==> src/rtl/cmsdk_uart_stim_pkg.sv <==
// Shared types and constants for the UART stimulus transmitter.
package cmsdk_uart_stim_pkg;

  localparam int UART_DATA_W = 8;
  localparam int UART_FRAME_BITS = 10;

  typedef enum logic [1:0] {
    IDLE,
    START,
    DATA,
    STOP
  } state_t;

  function automatic int clog2(input int value);
    int r;
    r = 0;
    while ((1 << r) < value) r++;
    return r;
  endfunction

endpackage

==> src/rtl/cmsdk_uart_stim_fifo.sv <==
// Byte FIFO with occupancy count and sticky overrun flag.
module cmsdk_uart_stim_fifo
  import cmsdk_uart_stim_pkg::*;
#(
  parameter int DEPTH = 8,
  parameter int LEVEL_W = 4
) (
  input  logic                   clk,
  input  logic                   rst,
  input  logic                   wr_en,
  input  logic [UART_DATA_W-1:0] wr_data,
  input  logic                   rd_en,
  output logic [UART_DATA_W-1:0] rd_data,
  output logic                   full,
  output logic                   empty,
  output logic [LEVEL_W-1:0]     level,
  output logic                   overrun
);

  localparam int AW = clog2(DEPTH);

  logic [UART_DATA_W-1:0] mem [DEPTH];
  logic [AW-1:0] wr_ptr;
  logic [AW-1:0] rd_ptr;
  logic push;
  logic pop;

  // full is taken before any pop, so a write while full is lost
  assign full = (level == LEVEL_W'(DEPTH));
  assign empty = (level == '0);
  assign push = wr_en && !full;
  assign pop = rd_en && !empty;
  assign rd_data = mem[rd_ptr];

  always_ff @(posedge clk) begin
    if (rst) begin
      wr_ptr <= '0;
      rd_ptr <= '0;
      level <= '0;
      overrun <= 1'b0;
    end else begin
      if (push) wr_ptr <= wr_ptr + 1'b1;
      if (pop) rd_ptr <= rd_ptr + 1'b1;
      if (wr_en && full) overrun <= 1'b1;
      if (push && !pop) level <= level + 1'b1;
      else if (pop && !push) level <= level - 1'b1;
    end
  end

  always_ff @(posedge clk) begin
    if (push) mem[wr_ptr] <= wr_data;
  end

endmodule

==> src/rtl/cmsdk_uart_stimulus.sv <==
// Bench-side 8N1 UART transmitter fed from a byte FIFO.
module cmsdk_uart_stimulus
  import cmsdk_uart_stim_pkg::*;
#(
  parameter int CLKS_PER_BIT = 16,
  parameter int FIFO_DEPTH = 8,
  parameter int LEVEL_W = 4
) (
  input  logic               CLK,
  input  logic               RESET,
  input  logic               ENABLE,
  input  logic               WR_EN,
  input  logic [7:0]         WR_DATA,
  output logic               FULL,
  output logic               EMPTY,
  output logic [LEVEL_W-1:0] LEVEL,
  output logic               OVERRUN,
  output logic               TXD,
  output logic               BUSY,
  output logic               BYTE_DONE
);

  localparam int BAUD_W = 16;
  localparam logic [BAUD_W-1:0] BAUD_LAST = BAUD_W'(CLKS_PER_BIT - 1);

  state_t state;
  state_t state_next;
  logic [BAUD_W-1:0] baud;
  logic [2:0] bit_cnt;
  logic [UART_DATA_W-1:0] shreg;
  logic [UART_DATA_W-1:0] head;
  logic bit_end;
  logic pop;
  logic txd_q;

  cmsdk_uart_stim_fifo #(
    .DEPTH(FIFO_DEPTH),
    .LEVEL_W(LEVEL_W)
  ) u_fifo (
    .clk(CLK),
    .rst(RESET),
    .wr_en(WR_EN),
    .wr_data(WR_DATA),
    .rd_en(pop),
    .rd_data(head),
    .full(FULL),
    .empty(EMPTY),
    .level(LEVEL),
    .overrun(OVERRUN)
  );

  assign bit_end = (baud == BAUD_LAST);

  always_ff @(posedge CLK) begin
    if (RESET) state <= IDLE;
    else state <= state_next;
  end

  always_comb begin
    state_next = state;
    pop = 1'b0;
    unique case (state)
      IDLE: begin
        if (ENABLE && !EMPTY) begin
          state_next = START;
          pop = 1'b1;
        end
      end
      START: if (bit_end) state_next = DATA;
      DATA: if (bit_end && bit_cnt == 3'd7) state_next = STOP;
      STOP: begin
        // chain straight into the next start bit: no idle gap
        if (bit_end) begin
          if (ENABLE && !EMPTY) begin
            state_next = START;
            pop = 1'b1;
          end else begin
            state_next = IDLE;
          end
        end
      end
      default: state_next = IDLE;
    endcase
  end

  always_comb begin
    TXD = txd_q;
    BUSY = (state != IDLE);
    BYTE_DONE = (state == STOP) && bit_end;
  end

  always_ff @(posedge CLK) begin
    if (RESET) begin
      baud <= '0;
      bit_cnt <= '0;
      shreg <= '0;
      txd_q <= 1'b1;
    end else if (pop) begin
      baud <= '0;
      bit_cnt <= '0;
      shreg <= head;
      txd_q <= 1'b0;
    end else if (state != IDLE) begin
      baud <= bit_end ? '0 : baud + 1'b1;
      if (bit_end) begin
        unique case (state)
          START: txd_q <= shreg[0];
          DATA: begin
            if (bit_cnt == 3'd7) begin
              txd_q <= 1'b1;
            end else begin
              txd_q <= shreg[1];
              shreg <= shreg >> 1;
              bit_cnt <= bit_cnt + 1'b1;
            end
          end
          default: txd_q <= 1'b1;
        endcase
      end
    end
  end

endmodule

==> config.mk <==
export PLATFORM = sky130hd
export DESIGN_NAME = cmsdk_uart_stimulus
export DESIGN_NICKNAME = d
export VERILOG_FILES = /design/src/rtl/cmsdk_uart_stim_pkg.sv /design/src/rtl/cmsdk_uart_stim_fifo.sv /design/src/rtl/cmsdk_uart_stimulus.sv
export SDC_FILE = /design/constraint.sdc
export NUM_CORES = 1
export LEC_CHECK = 0
export CAP_MARGIN = 20
export CORE_ASPECT_RATIO = 1.4
export CORE_MARGIN = 2
export CORE_UTILIZATION = 49
export CTS_BUF_LIST = sky130_fd_sc_hd__clkbuf_8
export DETAILED_ROUTE_END_ITERATION = 16
export GPL_ROUTABILITY_DRIVEN = 1
export PLACE_DENSITY_LB_ADDON = 0.05
export SLEW_MARGIN = 10
export SYNTH_ARGS = -nofsm -noshare
export SYNTH_HDL_FRONTEND = slang
export SYNTH_SLANG_ARGS = --single-unit
==> constraint.sdc <==
create_clock -name CLK -period 3.7 [get_ports CLK]
set_input_delay 0.555 -clock CLK [delete_from_list [all_inputs] [get_ports CLK]]
set_output_delay 0.555 -clock CLK [all_outputs]
set_load 0.05 [all_outputs]
# Word-level counts from Yosys, hierarchy flattened
# Memories as Yosys holds them, arrays and structs flattened. A register that Yosys moved wholly into a read port is not among the register bits.
# Cells that the tools add are included.
# totals
ff_bits	41
latchBits	0
ram_bits	64
rom_bits	0
out_inout_bits	10
n_memories	1
# op_classes
n_addsub	6
multipliers	0
div	0
magnitude_cmp	0
eq_ne	11
shifts	0
mux	26
bitwise_logic	1
reduce_logical	24
# memory_table
name	words	width	rd	rd_ports_with_merged_regs	wr	line_no	source
u_fifo.mem	8	8	1	1	1	cmsdk_uart_stim_fifo.sv:22	logic [UART_DATA_W-1:0] mem [DEPTH];
# op_table
cell	n
2-to-1 mux 8 bit	5
adder 16 x 1 -> 16 bit (second input constant)	1
equality test 16 x 4 -> 1 bit (second input constant)	1
2-to-1 mux 16 bit	1
AND reduction 4 bit	3
nonzero test 2 bit	5
adder 3 x 1 -> 3 bit (second input constant)	3
2-to-1 mux 1 bit	9
logical AND 1 bit	8
2-to-1 mux 2 bit	4
2-to-1 mux 4 bit	2
inequality test 2 bit (second input constant)	4
one-hot mux 2 bit (4 select lines)	1
2-to-1 mux 3 bit	2
adder 4 x 1 -> 4 bit (second input constant)	1
equality test 2 bit (second input constant)	2
equality test 4 bit (second input constant)	1
zero test 1 bit	4
zero test 4 bit	1
one-hot mux 1 bit (2 select lines)	2
subtractor 4 x 1 -> 4 bit (second input constant)	1
equality test 3 bit (second input constant)	1
equality test 2 x 1 -> 1 bit (second input constant)	1
zero test 2 bit	1
4 further kinds	4

# Depth between registers and ports, before layout
# logic_depth
word_depth	10
ltp_mapped	14

# Hierarchy
# A second synthesis with hierarchy kept.
# unflattened
cells_unflattened	348
hier_area_um2	4677.0
# by_module_without_submodules
mod	n_inst	cells_each	area_each_um2	seq_area_each_um2
cmsdk_uart_stim_fifo	1	169	3096.7	2202.1
cmsdk_uart_stimulus	1	179	1580.3	600.6

# Worst setup path before layout
# No wires, ideal clock.
# synth_path
path_kind	flip-flop to flip-flop
from	reg u_fifo.level[3]
to	reg u_fifo.level[3]
setup_time_ns	0.070
arrival_time_ns	4.163
slack_ns	-0.534
path_stages_with_launch	12
synth_period_minus_slack_ns	4.234
path_cell_list	dfxtp_1 -> nor4b_1 -> nor2b_1 -> clkbuf_1 -> ha_1 -> inv_1 -> ha_1 -> a21o_1 -> a21oi_1 -> xnor2_1 -> or3_1 -> a21oi_1
# synth_via
elab_cells_between_ends	19
cone_classes	2 x add/sub; 1 x eq/ne; 5 x mux; 11 x reduce/logical
# synth_rtl
element	line_no	source
from (decl)	cmsdk_uart_stim_fifo.sv:16	output logic [LEVEL_W-1:0] level,
from (signal assigned)	cmsdk_uart_stim_fifo.sv:45	if (push && !pop) level <= level + 1'b1;
from (signal assigned)	cmsdk_uart_stim_fifo.sv:46	else if (pop && !push) level <= level - 1'b1;
equality test 4 bit (*)	cmsdk_uart_stim_fifo.sv:29	assign full = (level == LEVEL_W'(DEPTH));
via FULL	cmsdk_uart_stimulus.sv:14	output logic FULL,
zero test 1 bit (*)	cmsdk_uart_stim_fifo.sv:31	assign push = wr_en && !full;
logical AND 1 bit (*)	cmsdk_uart_stim_fifo.sv:31	
via u_fifo.push	cmsdk_uart_stim_fifo.sv:25	logic push;
zero test 1 bit	cmsdk_uart_stim_fifo.sv:46	
logical AND 1 bit	cmsdk_uart_stim_fifo.sv:46	
nonzero test 2 bit (no source line)	n/a	
# The timed path passes the listed nets; every way through them passes the cells marked *. The select of a mux whose other input is x is not followed.
# A chain may end at the register's enable or synchronous reset.

# Worst setup path after layout
# layout_path
from	reg state[0]
to	reg u_fifo.level[3]
# layout_via
elab_chain_cells	6
elab_cells_between_ends	9
cone_classes	1 x eq/ne; 2 x mux; 6 x reduce/logical
# layout_rtl
element	line_no	source
from (decl)	cmsdk_uart_stimulus.sv:26	state_t state;
from (signal assigned)	cmsdk_uart_stimulus.sv:56	else state <= state_next;
equality test 2 bit or zero test 2 bit (tied branches)	cmsdk_uart_stimulus.sv:62	unique case (state)
one-hot mux 1 bit (2 select lines) (*)	cmsdk_uart_stimulus.sv:62	
logical AND 1 bit (*)	cmsdk_uart_stim_fifo.sv:32	assign pop = rd_en && !empty;
zero test 1 bit	cmsdk_uart_stim_fifo.sv:45	
logical AND 1 bit	cmsdk_uart_stim_fifo.sv:45	
2-to-1 mux 4 bit or nonzero test 2 bit (tied branches)	n/a	
# Mark *: on every way between the ends. The rest lies on a longest branch, timed or not.

==> flow_summary_export.csv <==
group,metric,value,unit
synth,synth.net_count,362,
clock_network,clock_sinks,108,
worst_setup_path,critPathCapture,"u_fifo.level[3]",
placed_design,dp_slack,0.717,ns
clock_network,clockRootBuffer,"clkbuf_8",
worst_setup_path,cp_slowest_cell,"dfxtp_1",
timing,fmax,357,MHz
timing,rsz0062_at_grt,"no",
detailed_routing,firstDrtPassIters,4,
detailed_routing,remaining_drc_errors,0,
detailed_routing,routedWlPerCell,16.9,um
job,drv_cap,0,
pwr,max-vdd-ir-drop,0.412,mV
clock_network,clock_latency,0.36,ns
synth,synth_cells,336,
detailed_routing,viasPerCell,5.49,
global_route,antenna_found_initial,0,
timing,skew,0.00872,ns
global_route,grt_max_degree,26,
pwr,p_leak,1.82,nW
clock_network,cts_buffer_depth,2,
worst_setup_path,regToRegStartpoint,"state[0]",
synth,synth-main-ff-cell,"edfxtp_1",
final_layout,drive_gt1_share,13.9,%
timing,fin_ws,0.897,ns
clock_network,cts_resized,0,
die,dieArea,10100,sq um
worst_setup_path,crit_path_cell_trace,"inv_1 > ha_1 > inv_1 > nor3_1 > a21oi_2 > ha_1 > inv_1 > ha_1 > a21o_1 > a21oi_1 > xnor2_1 > or3_1 > a21oi_1",
synth,ys_seq_elements,108,
worst_setup_path,end_kind,"flop",
synth,yosysSeqAreaShare,61.3,%
worst_setup_path,reg2reg_to,"u_fifo.level[3]",
pwr,power.density,613,nW/um^2
final_layout,antenna_cells,0,
detailed_routing,ant_nets,0,
placed_design,io_buffers,21,
clock_network,cts_setup_buffers,0,
detailed_routing,wl_met3,185,um
hold_path,hp-class,"reg -> reg",
timing,final_hold_viol_count,0,
timing,layout_worst_path_cycle_share,75.8,%
synth,synth_area_leaders,"edfxtp_1 42%, dfxtp_1 19%, mux4_2 7.9%",
timing,worst_pin_slew,0.875,ns
final_layout,final_util,56.8,%
detailed_routing,wl_met1,3540,um
clock_network,cts_buffers,9,
global_route,grt_usage,17.2,%
synth,synth_cell_types,40,
global_route,grt_first_pass_wirelength,13200,um
detailed_routing,drt_iter0_drc,153,
worst_setup_path,crit_start,"state[0]",
synth,yosys_warnings,0,
outcome,status,"finished, final reports clean",
worst_setup_path,slowest_delay,0.35,ns
final_layout,multi_input_area,1670,sq um
timing,setup_violations,0,
final_layout,final_area,5130,sq um
placed_design,placed_area,4920,sq um
die,initial_core_util,50.6,%
detailed_routing,vias,2600,
final_layout,final-seq-area,2800,sq um
timing,period_needed,2.80,ns
placed_design,place.detailed.hpwl,5220,um
worst_setup_path,r2r_setup_slack,0.90,ns
die,coreArea,9030,sq um
synth,synth_top_cell_area_share,42.0,%
synth,synth_area,4570,sq um
final_layout,nets,388,
global_route,grt-ovfl-total,0,
worst_setup_path,crit_arrival,3.10,ns
detailed_routing,totalWireLength,8030,um
die,row_count,41,
detailed_routing,top_layer,"met4",
final_layout,nFillCells,741,
synth,synth_area_leader_cell,"edfxtp_1",
placed_design,place.gp.congestion,0.777,
global_route,grt_pass1_vias,2666,
worst_setup_path,critPathMaxFanout,7,
worst_setup_path,critPathLaunchType,"flop",
synth,synth_edf_count,64,
worst_setup_path,critPathKind,"reg -> reg",
worst_setup_path,reg2regPathDepth,13,
worst_setup_path,required,4.00,ns
clock_network,htree_num_levels,3,
timing,maxSlewViolCount,0,
final_layout,area_growth,12.2,%
die,die_y,118,um
synth,avgSynthCellArea,13.6,sq um
die,die_x,85.6,um
clock_network,ctsHoldBuffers,0,
detailed_routing,wl_met2,4200,um
timing,tns,0,ns
clock_network,clk_pin_slew_worst_paths,0.11,ns
timing,slew_headroom,41.6,%
clock_network,cts_tree,"done",
synth,synthArstFlopShare,0,%
die,ios,22,
[report_power, final]
group	switching [mW]	internal (mW)
logic	0.509	0.409
registers	0.0910	1.40
clock network	0.416	0.324
total	1.02	2.13
[cell usage after synthesis, types with 3 or more instances]
library cell,instances
nand4_1,8
mux2i_1,14
nand2_1,13
clkbuf_1,8
or3_1,4
nor2b_1,9
a211oi_1,14
dfxtp_1,44
o21ai_0,3
nand3_1,5
mux4_2,16
a21oi_1,9
nor2_1,39
nand2b_1,5
xor2_1,17
edfxtp_1,64
buf_2,7
inv_1,8
ha_1,13
xnor2_1,4
nor3_1,7
[worst min path at each step]
stage,endpoint,depth (start not counted),from
final,shreg[7],2,shreg[7]
after global routing,shreg[7],2,shreg[7]
after CTS,shreg[7],2,shreg[7]
after detailed placement,u_fifo.overrun,2,u_fifo.overrun
after global placement,u_fifo.overrun,2,u_fifo.overrun
after floorplan,shreg[7],2,shreg[7]
[layout by cell type (no fill, tap or decap), types with 3 or more instances in the layout]
cell | synthesis | layout
o21ai_0 | 3 | 3
nor2_1 | 39 | 39
clkbuf_8 | 0 | 9
dfxtp_1 | 44 | 44
nand2b_1 | 5 | 5
a21oi_1 | 9 | 9
edfxtp_1 | 64 | 64
mux4_2 | 16 | 16
clkdlybuf4s50_1 | 0 | 21
xnor2_1 | 4 | 4
inv_1 | 8 | 8
nand3_1 | 5 | 5
a211oi_1 | 14 | 14
nor2b_1 | 9 | 9
buf_4 | 2 | 11
or3_1 | 4 | 4
nor3_1 | 7 | 7
ha_1 | 13 | 13
xor2_1 | 17 | 17
nand4_1 | 8 | 8
mux2i_1 | 14 | 14
nand2_1 | 13 | 13
[layout make-up]
class / count / share of cell area, %
Clock buffer: 9 / 2.41
Clock inverter: 7 / 1.61
Inverter: 8 / 0.585
Multi-Input combinational cell: 203 / 32.5
Sequential cell: 108 / 54.6
Tap cell: 107 / 2.61
Timing Repair Buffer: 32 / 5.71
[per-layer routing]
metal  GRT usage, %  vias up
li1               -     1301
met2           30.3       25
met3           3.56        9
met4           5.36        0
met1           20.9     1265
met5              0        -
[cells by family after synthesis]
kind of cell	synth area share, %
AND/OR/NAND/NOR	12.1
XOR/XNOR	4.02
flip-flops	61.3
adder cells (fa/ha/maj)	4.00
buffers and inverters	2.41
multiplexers	10.9
AO/OA/AOI/OAI	5.20
[registers in the layout (all words and copies together) (netlist names), named ones only]
register	cells
baud	16
state	2
bit_cnt	3
u_fifo.mem	64
u_fifo.overrun	1
u_fifo.level	4
u_fifo.wr_ptr	3
shreg	8
TXD	1
u_fifo.rd_ptr	3
[worst max-delay path: cells and delay by family, from the launching register on]
kind            cells  cell delay (ns)
buf+inv             3             0.39
xor+xnor            1             0.09
compound gates      4             0.55
fa+ha+maj           3             0.78
simple gates        2             0.59
flops               1             0.35
[metrics by stage]
stage               hold WS (ns)  instances  total power [mW]
detailed placement         0.463        458              2.45
global route               0.524        474              3.35
global placement           0.453        458              2.44
floorplan                  0.443        336              2.22
CTS                        0.481        474              3.20
finish                     0.476        474              3.15
Power figures use the tool's default switching activity.
